**config.mk**
```make
export PLATFORM = sky130hd
export DESIGN_NAME = regfile_req_responder_flat
export DESIGN_NICKNAME = d
export VERILOG_FILES = /design/src/rtl/regfile_pkg.sv /design/src/rtl/regfile_req_responder_if.sv /design/src/rtl/regfile_rsp_fifo.sv /design/src/rtl/regfile_req_responder.sv /design/src/flat_wrapper.sv
export SDC_FILE = /design/constraint.sdc
export NUM_CORES = 1
export LEC_CHECK = 0
export BUFFER_PORTS_ARGS = -buffer_cell sky130_fd_sc_hd__clkbuf_2
export CORE_UTILIZATION = 38
export CTS_BUF_LIST = sky130_fd_sc_hd__clkbuf_4 sky130_fd_sc_hd__clkbuf_8 sky130_fd_sc_hd__clkbuf_16
export CTS_CLUSTER_SIZE = 16
export DETAILED_ROUTE_END_ITERATION = 12
export HOLD_SLACK_MARGIN = 0.1
export SLEW_MARGIN = 25
export SYNTH_ARGS = -nofsm -noshare
export SYNTH_HDL_FRONTEND = slang
export SYNTH_SLANG_ARGS = --single-unit
export TNS_END_PERCENT = 5
```
**constraint.sdc**
```tcl
create_clock -name clock -period 6.2 [get_ports clock]
set_input_delay 1.86 -clock clock [delete_from_list [all_inputs] [get_ports clock]]
set_output_delay 1.86 -clock clock [all_outputs]
set_load 0.01 [all_outputs]
```
**src/rtl/regfile_pkg.sv**
```systemverilog
// Shared definitions for the register-file responder.
//   REG_ADDR_W / REG_DATA_W / REG_COUNT : storage geometry
//   reg_addr_t / reg_data_t             : index and data types
//   rf_state_t                          : responder FSM state
package regfile_pkg;

    localparam int REG_ADDR_W = 5;
    localparam int REG_DATA_W = 32;
    localparam int REG_COUNT  = 32;

    typedef logic [REG_ADDR_W-1:0] reg_addr_t;
    typedef logic [REG_DATA_W-1:0] reg_data_t;

    typedef enum logic {
        RF_CLEAR = 1'b0,
        RF_RUN   = 1'b1
    } rf_state_t;

endpackage

```
**src/rtl/regfile_req_responder_if.sv**
```systemverilog
// Request/response bundle between the decode/writeback stages and the
// register-file responder.
//   write request : wr_valid, wr_ready, wr_addr, wr_data
//   read request  : rd_valid, rd_ready, rd_addr_a, rd_addr_b
//   read response : rsp_valid, rsp_ready, rsp_data_a, rsp_data_b
// Modports: slave (responder side), master (requester side).
interface regfile_req_responder_if import regfile_pkg::*; #(
    parameter int ADDR_W = REG_ADDR_W,
    parameter int DATA_W = REG_DATA_W
) ();

    logic              wr_valid;
    logic              wr_ready;
    logic [ADDR_W-1:0] wr_addr;
    logic [DATA_W-1:0] wr_data;

    logic              rd_valid;
    logic              rd_ready;
    logic [ADDR_W-1:0] rd_addr_a;
    logic [ADDR_W-1:0] rd_addr_b;

    logic              rsp_valid;
    logic              rsp_ready;
    logic [DATA_W-1:0] rsp_data_a;
    logic [DATA_W-1:0] rsp_data_b;

    modport slave (
        input  wr_valid, wr_addr, wr_data,
        input  rd_valid, rd_addr_a, rd_addr_b,
        input  rsp_ready,
        output wr_ready, rd_ready,
        output rsp_valid, rsp_data_a, rsp_data_b
    );

    modport master (
        output wr_valid, wr_addr, wr_data,
        output rd_valid, rd_addr_a, rd_addr_b,
        output rsp_ready,
        input  wr_ready, rd_ready,
        input  rsp_valid, rsp_data_a, rsp_data_b
    );

endinterface

```
**src/rtl/regfile_rsp_fifo.sv**
```systemverilog
// Response buffer: DEPTH-entry circular FIFO of packed {port A, port B} data.
//   clock, ctrl_reset : clock and synchronous active-high flush
//   push, push_data   : enqueue (ignored when full)
//   pop               : dequeue (ignored when empty)
//   head_data         : oldest entry, held while not popped
//   count, empty      : occupancy
module regfile_rsp_fifo #(
    parameter  int DEPTH = 2,
    parameter  int WIDTH = 64,
    localparam int CNT_W = $clog2(DEPTH + 1)
) (
    input  logic             clock,
    input  logic             ctrl_reset,
    input  logic             push,
    input  logic [WIDTH-1:0] push_data,
    input  logic             pop,
    output logic [WIDTH-1:0] head_data,
    output logic [CNT_W-1:0] count,
    output logic             empty
);

    localparam int PTR_W = (DEPTH > 1) ? $clog2(DEPTH) : 1;
    localparam logic [PTR_W-1:0] LAST_PTR = PTR_W'(DEPTH - 1);

    logic [WIDTH-1:0] entries [DEPTH];
    logic [PTR_W-1:0] rd_ptr;
    logic [PTR_W-1:0] wr_ptr;
    logic             full;
    logic             do_push;
    logic             do_pop;

    function automatic logic [PTR_W-1:0] ptr_inc(input logic [PTR_W-1:0] p);
        return (p == LAST_PTR) ? '0 : p + 1'b1;
    endfunction

    assign full      = (count == CNT_W'(DEPTH));
    assign empty     = (count == '0);
    assign do_push   = push & ~full;
    assign do_pop    = pop & ~empty;
    assign head_data = entries[rd_ptr];

    // Entries are cleared on reset so the response data reads as zero
    // until the first push.
    always_ff @(posedge clock) begin
        if (ctrl_reset) begin
            rd_ptr <= '0;
            wr_ptr <= '0;
            count  <= '0;
            for (int i = 0; i < DEPTH; i++) entries[i] <= '0;
        end else begin
            if (do_push) begin
                entries[wr_ptr] <= push_data;
                wr_ptr          <= ptr_inc(wr_ptr);
            end
            if (do_pop) rd_ptr <= ptr_inc(rd_ptr);
            case ({do_push, do_pop})
                2'b10:   count <= count + CNT_W'(1);
                2'b01:   count <= count - CNT_W'(1);
                default: count <= count;
            endcase
        end
    end

endmodule

```
**src/rtl/regfile_req_responder.sv**
```systemverilog
// Responder wrapper around the register storage. After every reset it
// clears all entries one per cycle, then serves writes and dual-port reads;
// read data returns in order through a buffered response channel.
//   clock, ctrl_reset : clock and synchronous active-high reset
//   bus               : write / read / response handshakes (slave side)
//   busy              : high while the clear sequence runs
// Build option REGFILE_BYPASS_EN: a read accepted in the same cycle as a
// write to the same nonzero index returns the new write data.
//
// state    | meaning
// RF_CLEAR | zeroing entry clr_idx each cycle, no requests accepted
// RF_RUN   | accepting writes, and reads while the buffer has room
module regfile_req_responder import regfile_pkg::*; #(
    parameter int ADDR_W    = REG_ADDR_W,
    parameter int DATA_W    = REG_DATA_W,
    parameter int RSP_DEPTH = 2
) (
    input  logic                    clock,
    input  logic                    ctrl_reset,
    regfile_req_responder_if.slave  bus,
    output logic                    busy
);

    localparam int ENTRIES   = 1 << ADDR_W;
    localparam int RSP_CNT_W = $clog2(RSP_DEPTH + 1);

    rf_state_t             state;
    rf_state_t             state_next;
    logic [ADDR_W-1:0]     clr_idx;
    logic [ADDR_W-1:0]     clr_idx_next;
    logic                  wr_en;
    logic                  rd_en;
    logic                  wr_fire;
    logic                  rd_fire;
    logic [DATA_W-1:0]     rd_a;
    logic [DATA_W-1:0]     rd_b;
    logic [DATA_W-1:0]     mem [ENTRIES];
    logic [RSP_CNT_W-1:0]  rsp_count;
    logic                  rsp_empty;
    logic [2*DATA_W-1:0]   rsp_head;

    always_ff @(posedge clock) begin
        if (ctrl_reset) begin
            state   <= RF_CLEAR;
            clr_idx <= '0;
        end else begin
            state   <= state_next;
            clr_idx <= clr_idx_next;
        end
    end

    // rd_ready looks only at the registered count; a pop in the same cycle
    // does not free a slot until the next cycle.
    always_comb begin
        state_next   = state;
        clr_idx_next = clr_idx;
        busy         = 1'b1;
        wr_en        = 1'b0;
        rd_en        = 1'b0;
        unique case (state)
            RF_CLEAR: begin
                clr_idx_next = clr_idx + 1'b1;
                if (clr_idx == '1) state_next = RF_RUN;
            end
            RF_RUN: begin
                busy  = 1'b0;
                wr_en = 1'b1;
                rd_en = (rsp_count < RSP_CNT_W'(RSP_DEPTH));
            end
        endcase
    end

    assign bus.wr_ready = wr_en;
    assign bus.rd_ready = rd_en;
    assign wr_fire      = bus.wr_valid & wr_en;
    assign rd_fire      = bus.rd_valid & rd_en;

    always_ff @(posedge clock) begin
        if (!ctrl_reset) begin
            if (state == RF_CLEAR)
                mem[clr_idx] <= '0;
            else if (wr_fire && (bus.wr_addr != '0))
                mem[bus.wr_addr] <= bus.wr_data;
        end
    end

    always_comb begin
        rd_a = (bus.rd_addr_a == '0) ? '0 : mem[bus.rd_addr_a];
        rd_b = (bus.rd_addr_b == '0) ? '0 : mem[bus.rd_addr_b];
`ifdef REGFILE_BYPASS_EN
        if (wr_fire && (bus.wr_addr != '0) && (bus.wr_addr == bus.rd_addr_a))
            rd_a = bus.wr_data;
        if (wr_fire && (bus.wr_addr != '0) && (bus.wr_addr == bus.rd_addr_b))
            rd_b = bus.wr_data;
`else
        // Without forwarding a same-cycle write is seen by later reads only.
`endif
    end

    regfile_rsp_fifo #(
        .DEPTH (RSP_DEPTH),
        .WIDTH (2 * DATA_W)
    ) u_rsp_fifo (
        .clock      (clock),
        .ctrl_reset (ctrl_reset),
        .push       (rd_fire),
        .push_data  ({rd_a, rd_b}),
        .pop        (bus.rsp_ready),
        .head_data  (rsp_head),
        .count      (rsp_count),
        .empty      (rsp_empty)
    );

    assign bus.rsp_valid  = ~rsp_empty;
    assign bus.rsp_data_a = rsp_head[2*DATA_W-1:DATA_W];
    assign bus.rsp_data_b = rsp_head[DATA_W-1:0];

endmodule

```
**src/flat_wrapper.sv**
```systemverilog
// flat-port wrapper written by rule: the top's interface ports become plain ports
module regfile_req_responder_flat import regfile_pkg::*;
#(
    parameter int ADDR_W    = REG_ADDR_W,
    parameter int DATA_W    = REG_DATA_W,
    parameter int RSP_DEPTH = 2
)
  (clock, ctrl_reset, busy, bus_wr_valid, bus_wr_addr, bus_wr_data, bus_rd_valid, bus_rd_addr_a, bus_rd_addr_b, bus_rsp_ready, bus_wr_ready, bus_rd_ready, bus_rsp_valid, bus_rsp_data_a, bus_rsp_data_b);
  regfile_req_responder_if #(.ADDR_W(ADDR_W), .DATA_W(DATA_W)) bus_i ();
  input  logic clock;
  input  logic ctrl_reset;
  output logic busy;
  input wire logic [$bits(bus_i.wr_valid)-1:0] bus_wr_valid;
  input wire logic [$bits(bus_i.wr_addr)-1:0] bus_wr_addr;
  input wire logic [$bits(bus_i.wr_data)-1:0] bus_wr_data;
  input wire logic [$bits(bus_i.rd_valid)-1:0] bus_rd_valid;
  input wire logic [$bits(bus_i.rd_addr_a)-1:0] bus_rd_addr_a;
  input wire logic [$bits(bus_i.rd_addr_b)-1:0] bus_rd_addr_b;
  input wire logic [$bits(bus_i.rsp_ready)-1:0] bus_rsp_ready;
  output wire logic [$bits(bus_i.wr_ready)-1:0] bus_wr_ready;
  output wire logic [$bits(bus_i.rd_ready)-1:0] bus_rd_ready;
  output wire logic [$bits(bus_i.rsp_valid)-1:0] bus_rsp_valid;
  output wire logic [$bits(bus_i.rsp_data_a)-1:0] bus_rsp_data_a;
  output wire logic [$bits(bus_i.rsp_data_b)-1:0] bus_rsp_data_b;
  assign bus_i.wr_valid = bus_wr_valid;
  assign bus_i.wr_addr = bus_wr_addr;
  assign bus_i.wr_data = bus_wr_data;
  assign bus_i.rd_valid = bus_rd_valid;
  assign bus_i.rd_addr_a = bus_rd_addr_a;
  assign bus_i.rd_addr_b = bus_rd_addr_b;
  assign bus_i.rsp_ready = bus_rsp_ready;
  assign bus_wr_ready = bus_i.wr_ready;
  assign bus_rd_ready = bus_i.rd_ready;
  assign bus_rsp_valid = bus_i.rsp_valid;
  assign bus_rsp_data_a = bus_i.rsp_data_a;
  assign bus_rsp_data_b = bus_i.rsp_data_b;
  regfile_req_responder #(.ADDR_W(ADDR_W), .DATA_W(DATA_W), .RSP_DEPTH(RSP_DEPTH)) u_core (.clock(clock), .ctrl_reset(ctrl_reset), .bus(bus_i), .busy(busy));
endmodule
```
Word-level counts from Yosys, hierarchy flattened

Memory sizes are Yosys's and may differ from the RTL's. A register that Yosys moved wholly into a read port is not among the register bits.
Index checks and enable logic that the tools add are counted.

Flip-flop bits (word level): 10
RAM bits: 1,152
Logic and storage cells: 60
Memories: 2

Add/sub/neg operators: 5
Order comparisons: 1
Equality and inequality tests: 4
Muxes and demuxes: 29
Bitwise gates (word level): 6
Reductions and logical operators: 8

Memory list:

| memory                    | words | width | read ports | clocked after Yosys merged registers in | write ports | line                        | RTL |
|---|---|---|---|---|---|---|---|
| u_core.mem                | 32    | 32    | 2          | 0                                       | 1           | regfile_req_responder.sv:37 | `logic [DATA_W-1:0] mem [ENTRIES];` |
| u_core.u_rsp_fifo.entries | 2     | 64    | 1          | 1                                       | 2           | regfile_rsp_fifo.sv:25      | `logic [WIDTH-1:0] entries [DEPTH];` |

Operators with widths:

| kind                  | number |
|---|---|
| $mux W32              | 3 |
| $mux W64              | 1 |
| $reduce_or A64 Y1     | 1 |
| $reduce_or A32 Y1     | 1 |
| $mux W1               | 23 |
| $logic_not A5 Y1      | 2 |
| $add A5 B1 Y5 const B | 1 |
| $eq A5 B5 Y1 const B  | 1 |
| $mux W5               | 1 |
| $reduce_bool A5 Y1    | 1 |
| $and A1 B1 Y1         | 4 |
| $eq A2 B2 Y1 const B  | 2 |
| $pmux W2 S2           | 1 |
| $add A1 B1 Y1 const B | 2 |
| $add A2 B1 Y2 const B | 1 |
| $eq A2 B1 Y1 const B  | 1 |
| $logic_not A2 Y1      | 1 |
| $lt A2 B2 Y1 const B  | 1 |
| $not A1 Y1            | 2 |
| $reduce_bool A2 Y1    | 1 |
| $sub A2 B1 Y2 const B | 1 |
| $logic_and A1 B1 Y1   | 1 |

Longest topological paths before layout

Depth in word-level cells: 9
Gate-level depth with buffers: 8
Gate-level depth less buffers: 6

By module

Synthesis repeated with hierarchy kept, for this count alone.

Cells, all modules: 2,940
Area total of the unflattened synthesis: 53,719.0 µm²

Modules (own cells, without submodules):

| module                | times used | cells an instance | area an instance (µm²) | seq. area each (µm²) |
|---|---|---|---|---|
| regfile_req_responder | 1          | 2,502             | 47,844.6               | 30,869.6 |
| regfile_rsp_fifo      | 1          | 438               | 5,874.4                | 3,943.8 |

Worst setup path after synthesis

OpenSTA, ideal clock, no wires.

Path kind: input to register
Start: in bus_wr_addr[4]
End: mem u_core.mem[11][0] (netlist name), enable pin
Setup time: 0.461 ns
Data arrival time: 4.974 ns
Setup slack: 0.765 ns
Stages on the path: 6
Path buffers: 1
Cell sequence: nor3_1 -> a21oi_2 -> buf_2 -> nor3_1 -> o21ai_1 -> nor3_1

Cells in the longest elaborated chain, start to end: 8
Elaborated cells between the ends (all ways): 9
Those cells by class: 6 x mux; 3 x reduce/logical

RTL lines:

| what                                                | line                        | RTL |
|---|---|---|
| start: declaration                                  | flat_wrapper.sv:14          | `input wire logic [$bits(bus_i.wr_addr)-1:0] bus_wr_addr;` |
| $reduce_bool A5 Y1                                  | regfile_req_responder.sv:82 | `else if (wr_fire && (bus.wr_addr != '0))` |
| $logic_and A1 B1 Y1                                 | regfile_req_responder.sv:82 |  |
| $mux W1                                             | regfile_req_responder.sv:82 |  |
| $mux W1                                             | regfile_req_responder.sv:80 | `if (state == RF_CLEAR)` |
| $mux W1                                             | regfile_req_responder.sv:79 | `if (!ctrl_reset) begin` |
| $mux W1 (implied by the code)                       | regfile_req_responder.sv:83 | `mem[bus.wr_addr] <= bus.wr_data;` |
| $reduce_or A32 Y1 (no source line)                  | n/a                         |  |
| $mux W5 (no source line) or $mux W1 (tied branches) | n/a                         |  |
| end: declaration                                    | regfile_req_responder.sv:37 |  |

Several ways; a longest one is shown, not always the timed one.

Final worst setup path

Start: in ctrl_reset
End: mem u_core.mem[2][17] (netlist name), enable pin

Cells in the longest elaborated chain, start to end: 4
Elaborated cells between the ends (all ways): 7
Those cells by class: 6 x mux; 1 x reduce/logical

RTL lines:

| what                                                | line                        | RTL |
|---|---|---|
| start: declaration                                  | flat_wrapper.sv:11          | `input logic ctrl_reset;` |
| $mux W1                                             | regfile_req_responder.sv:79 |  |
| $mux W1 (implied by the code)                       | regfile_req_responder.sv:83 |  |
| $reduce_or A32 Y1 (no source line)                  | n/a                         |  |
| $mux W5 (no source line) or $mux W1 (tied branches) | n/a                         |  |

Several ways; a longest one is shown, not always the timed one.

==> results.cfg <==
[route]
drc = 0
wl_per_cell_um = 29.6
vias_per_cell = 5.97
drt_wl_total_mm = 173
routed-via-count = 34779
drt_iter0_markers = 3857
final_antenna_net_count = 0
firstDrtPassIters = 5

[clock_tree]
cts_tree = built
clock-root-buffer = clkbuf_16
clkTransAtPathRegs_ns = 0.06
cts_resized = 0
cts.path.max_buffers = 3
post-cts-setup-buffer-count = 0
clkLatencyLatePin_ns = 0.76
clock_sinks = 1163
htree_num_levels = 3
hold_buffers = 0
cts_buffers = 120

[floorplanning]
io_pins = 120
die-area_mm2 = 0.146
start_util_pct = 38.2
fp-row-count = 139
coreArea_mm2 = 0.143
fp.dieW_um = 382
die_h_um = 382

[final_layout]
layout-drive-gt1-share_pct = 16.8
syn2layout_area_growth_pct = 13.9
regArea_mm2 = 0.0348
multi_input_comb_area_mm2 = 0.0188
fillCellCount = 12750
stdcell_area_mm2 = 0.0625
layout.nets = 3874

[power_and_ir_drop]
total_power_w = 0.0171
swShare_pct = 23.0
pwr-share-seq_pct = 50.4
power.density_mw_per_mm2 = 274
max-vdd-ir-drop_mv = 0.237
p_comb_share_pct = 7.0
switchingPower_w = 0.00393
clkPwrFrac_pct = 42.5
power.leakage_nw = 21.7
p_int_w = 0.0132

[sta]
fin_ws_ns = 1.71
fin_setup_tns_ns = 0
hold_viol_final = 0
layout_min_cycle_time_ns = 4.49
max_freq_ghz = 0.223
rsz0062_at_grt = no
slew_violations = 0
period_share_pct = 72.4
hold-worst-slack_ns = 0.490
slew_headroom_pct = 24.1
setup_viol = 0
tightest_slew_ns = 1.13
skew_ns = 0.0330

[logic_synthesis]
synth-simple-area-share_pct = 3.56
synthAdderAreaFrac_pct = 0.0684
synth_compound_area_share_pct = 9.55
synth_edf_count = 1152
synthArstFlopShare_pct = 0
ys_warn_count = 0
synth_ff_type = edfxtp_1
ys_ff_latch = 1163
syn_avg_cell_area_um2 = 14.9
synth_top_family_by_area = multiplexers
yosysSeqAreaShare_pct = 63.5
synthMuxAreaShare_pct = 20.1
syn-num-nets = 3727
netlist_area_mm2 = 0.0549
yosys.area_share.xor_xnor_pct = 0.0958
synthCells = 3672
ys_types = 42

[place]
gp_congestion = 0.880
port_buffers = 119
postPlaceCellArea_mm2 = 0.0585
dp.final_hpwl_mm = 105
post-place-ws_ns = 1.04

[worst_setup_path]
worstPathRequired_ns = 6.58
r2r_start = u_core.state
worst-path-max-fanout = 44
reg2reg_slack_ns = 2.36
arrival_ns = 4.87
cp-start-kind = input port
worstSetupPathType = in -> reg
crit_path_end_kind = register
timing.rr.end = u_core.mem[2][17]
r2r_cells = 7

[grt]
grt_overflow_total = 0
grt_max_degree = 79
first_global_vias = 34142
grt_first_pass_wirelength_mm = 245
antenna_found_initial = 6
track_usage_pct = 23.1

[worst_hold_path]
hold_path_class = reg -> reg
min_from = u_core.u_rsp_fifo.wr_ptr
min_path_cells = 2
min_delay_worst_endpoint = u_core.u_rsp_fifo.wr_ptr

[job]
cap_violations = 0

[status]
status = completed
[synthesized netlist by cell type, types with 7 or more instances]
library cell,number,area [um2]
mux2i_1,1030,10300
and2_1,165,1030
nor4_1,67,419
nand2b_1,7,43.8
nor2b_1,8,50.1
a22oi_1,512,3840
buf_1,32,120
a21oi_1,260,1300
nor2_1,44,165
mux2_2,65,732
buf_4,53,398
edfxtp_1,1152,34600
dfxtp_1,11,220
clkbuf_1,122,458
nand2_1,15,56.3
buf_2,15,75.1
buf_6,50,563
nor3_1,9,45.0
[power by group through the flow]
stage	Clock (W)	Combinational (W)	Sequential (W)
floorplan	0	0.000729	0.00879
global placement	0	0.00117	0.00880
detailed placement	0	0.00118	0.00880
CTS	0.00737	0.00118	0.00863
global route	0.00766	0.00125	0.00864
finish	0.00728	0.00120	0.00863
[sequential cells by signal, indices dropped and copies added (netlist names), named ones only]
| signal | flops |
|---|---|
| u_core.clr_idx | 5 |
| u_core.u_rsp_fifo.wr_ptr | 1 |
| u_core.mem | 1024 |
| u_core.u_rsp_fifo.rd_ptr | 1 |
| u_core.u_rsp_fifo.entries | 128 |
| u_core.u_rsp_fifo.count | 2 |
| u_core.state | 1 |
[per-layer routing]
layer / global-route usage, % / wire length [um]
met4: 6.67 / 4340
met5: 0 / 0
met1: 32.6 / 74800
met3: 3.73 / 13700
met2: 36.5 / 79700
[placed cells by master, fill, tap and decap left out, types with 9 or more instances in the layout]
master        n
a22oi_1     512
bufinv_16    11
clkinv_1     24
a21oi_1     260
edfxtp_1   1152
nor2_4       30
buf_4       148
clkbuf_16   120
nand2_1      13
mux2i_1    1029
and2_1      148
clkbuf_2    117
nor2_1       14
and2_2       15
dfxtp_1      10
buf_12       39
clkinv_2     23
nor4_1       53
clkbuf_4     28
nor4_2        9
mux2_2       65
[through the flow]
stage	cells	util, %
2_1_floorplan	3672	-
3_3_place_gp	5599	40.7
3_5_place_dp	5600	40.8
4_1_cts	5822	43.5
5_1_grt	5822	43.6
6_report	5827	43.6
[how the worst max path moves through the flow]
stage,from,end,cells past startpoint
3_5_place_dp,ctrl_reset,u_core.mem[2][17],8
4_1_cts,register,bus_rsp_data_b[28],3
2_1_floorplan,bus_wr_addr[4],u_core.mem[11][0],6
6_report,ctrl_reset,u_core.mem[2][17],8
5_1_grt,register,bus_rsp_data_b[28],3
3_3_place_gp,ctrl_reset,u_core.mem[2][20],8
[cell type report]
| cell class | count | area share, % |
|---|---|---|
| inverter | 3 | 0.0180 |
| clock inverter | 72 | 1.15 |
| clock buffer | 150 | 5.18 |
| multi-input combinational | 2225 | 30.1 |
| sequential | 1163 | 55.7 |
| tap | 1903 | 3.81 |
| timing repair buffer | 306 | 4.01 |
| antenna | 5 | 0.0200 |
[worst max-delay path: stages]
cell and delay [ns]:
clkbuf_2 0.09, nand3b_2 0.25, a21oi_4 0.26, buf_4 0.54
mux2i_1 0.54, nand2_1 0.26, nor2_4 0.50, buf_4 0.51
[kinds of logic after synthesis]
logic type | Yosys count
flip-flops | 1163
multiplexers | 1095
AO/OA/AOI/OAI | 786
AND/OR/NAND/NOR | 335
buffers and inverters | 284
XOR/XNOR | 6
adder cells (fa/ha/maj) | 3
No activity file was read; power rests on OpenSTA's default activity.
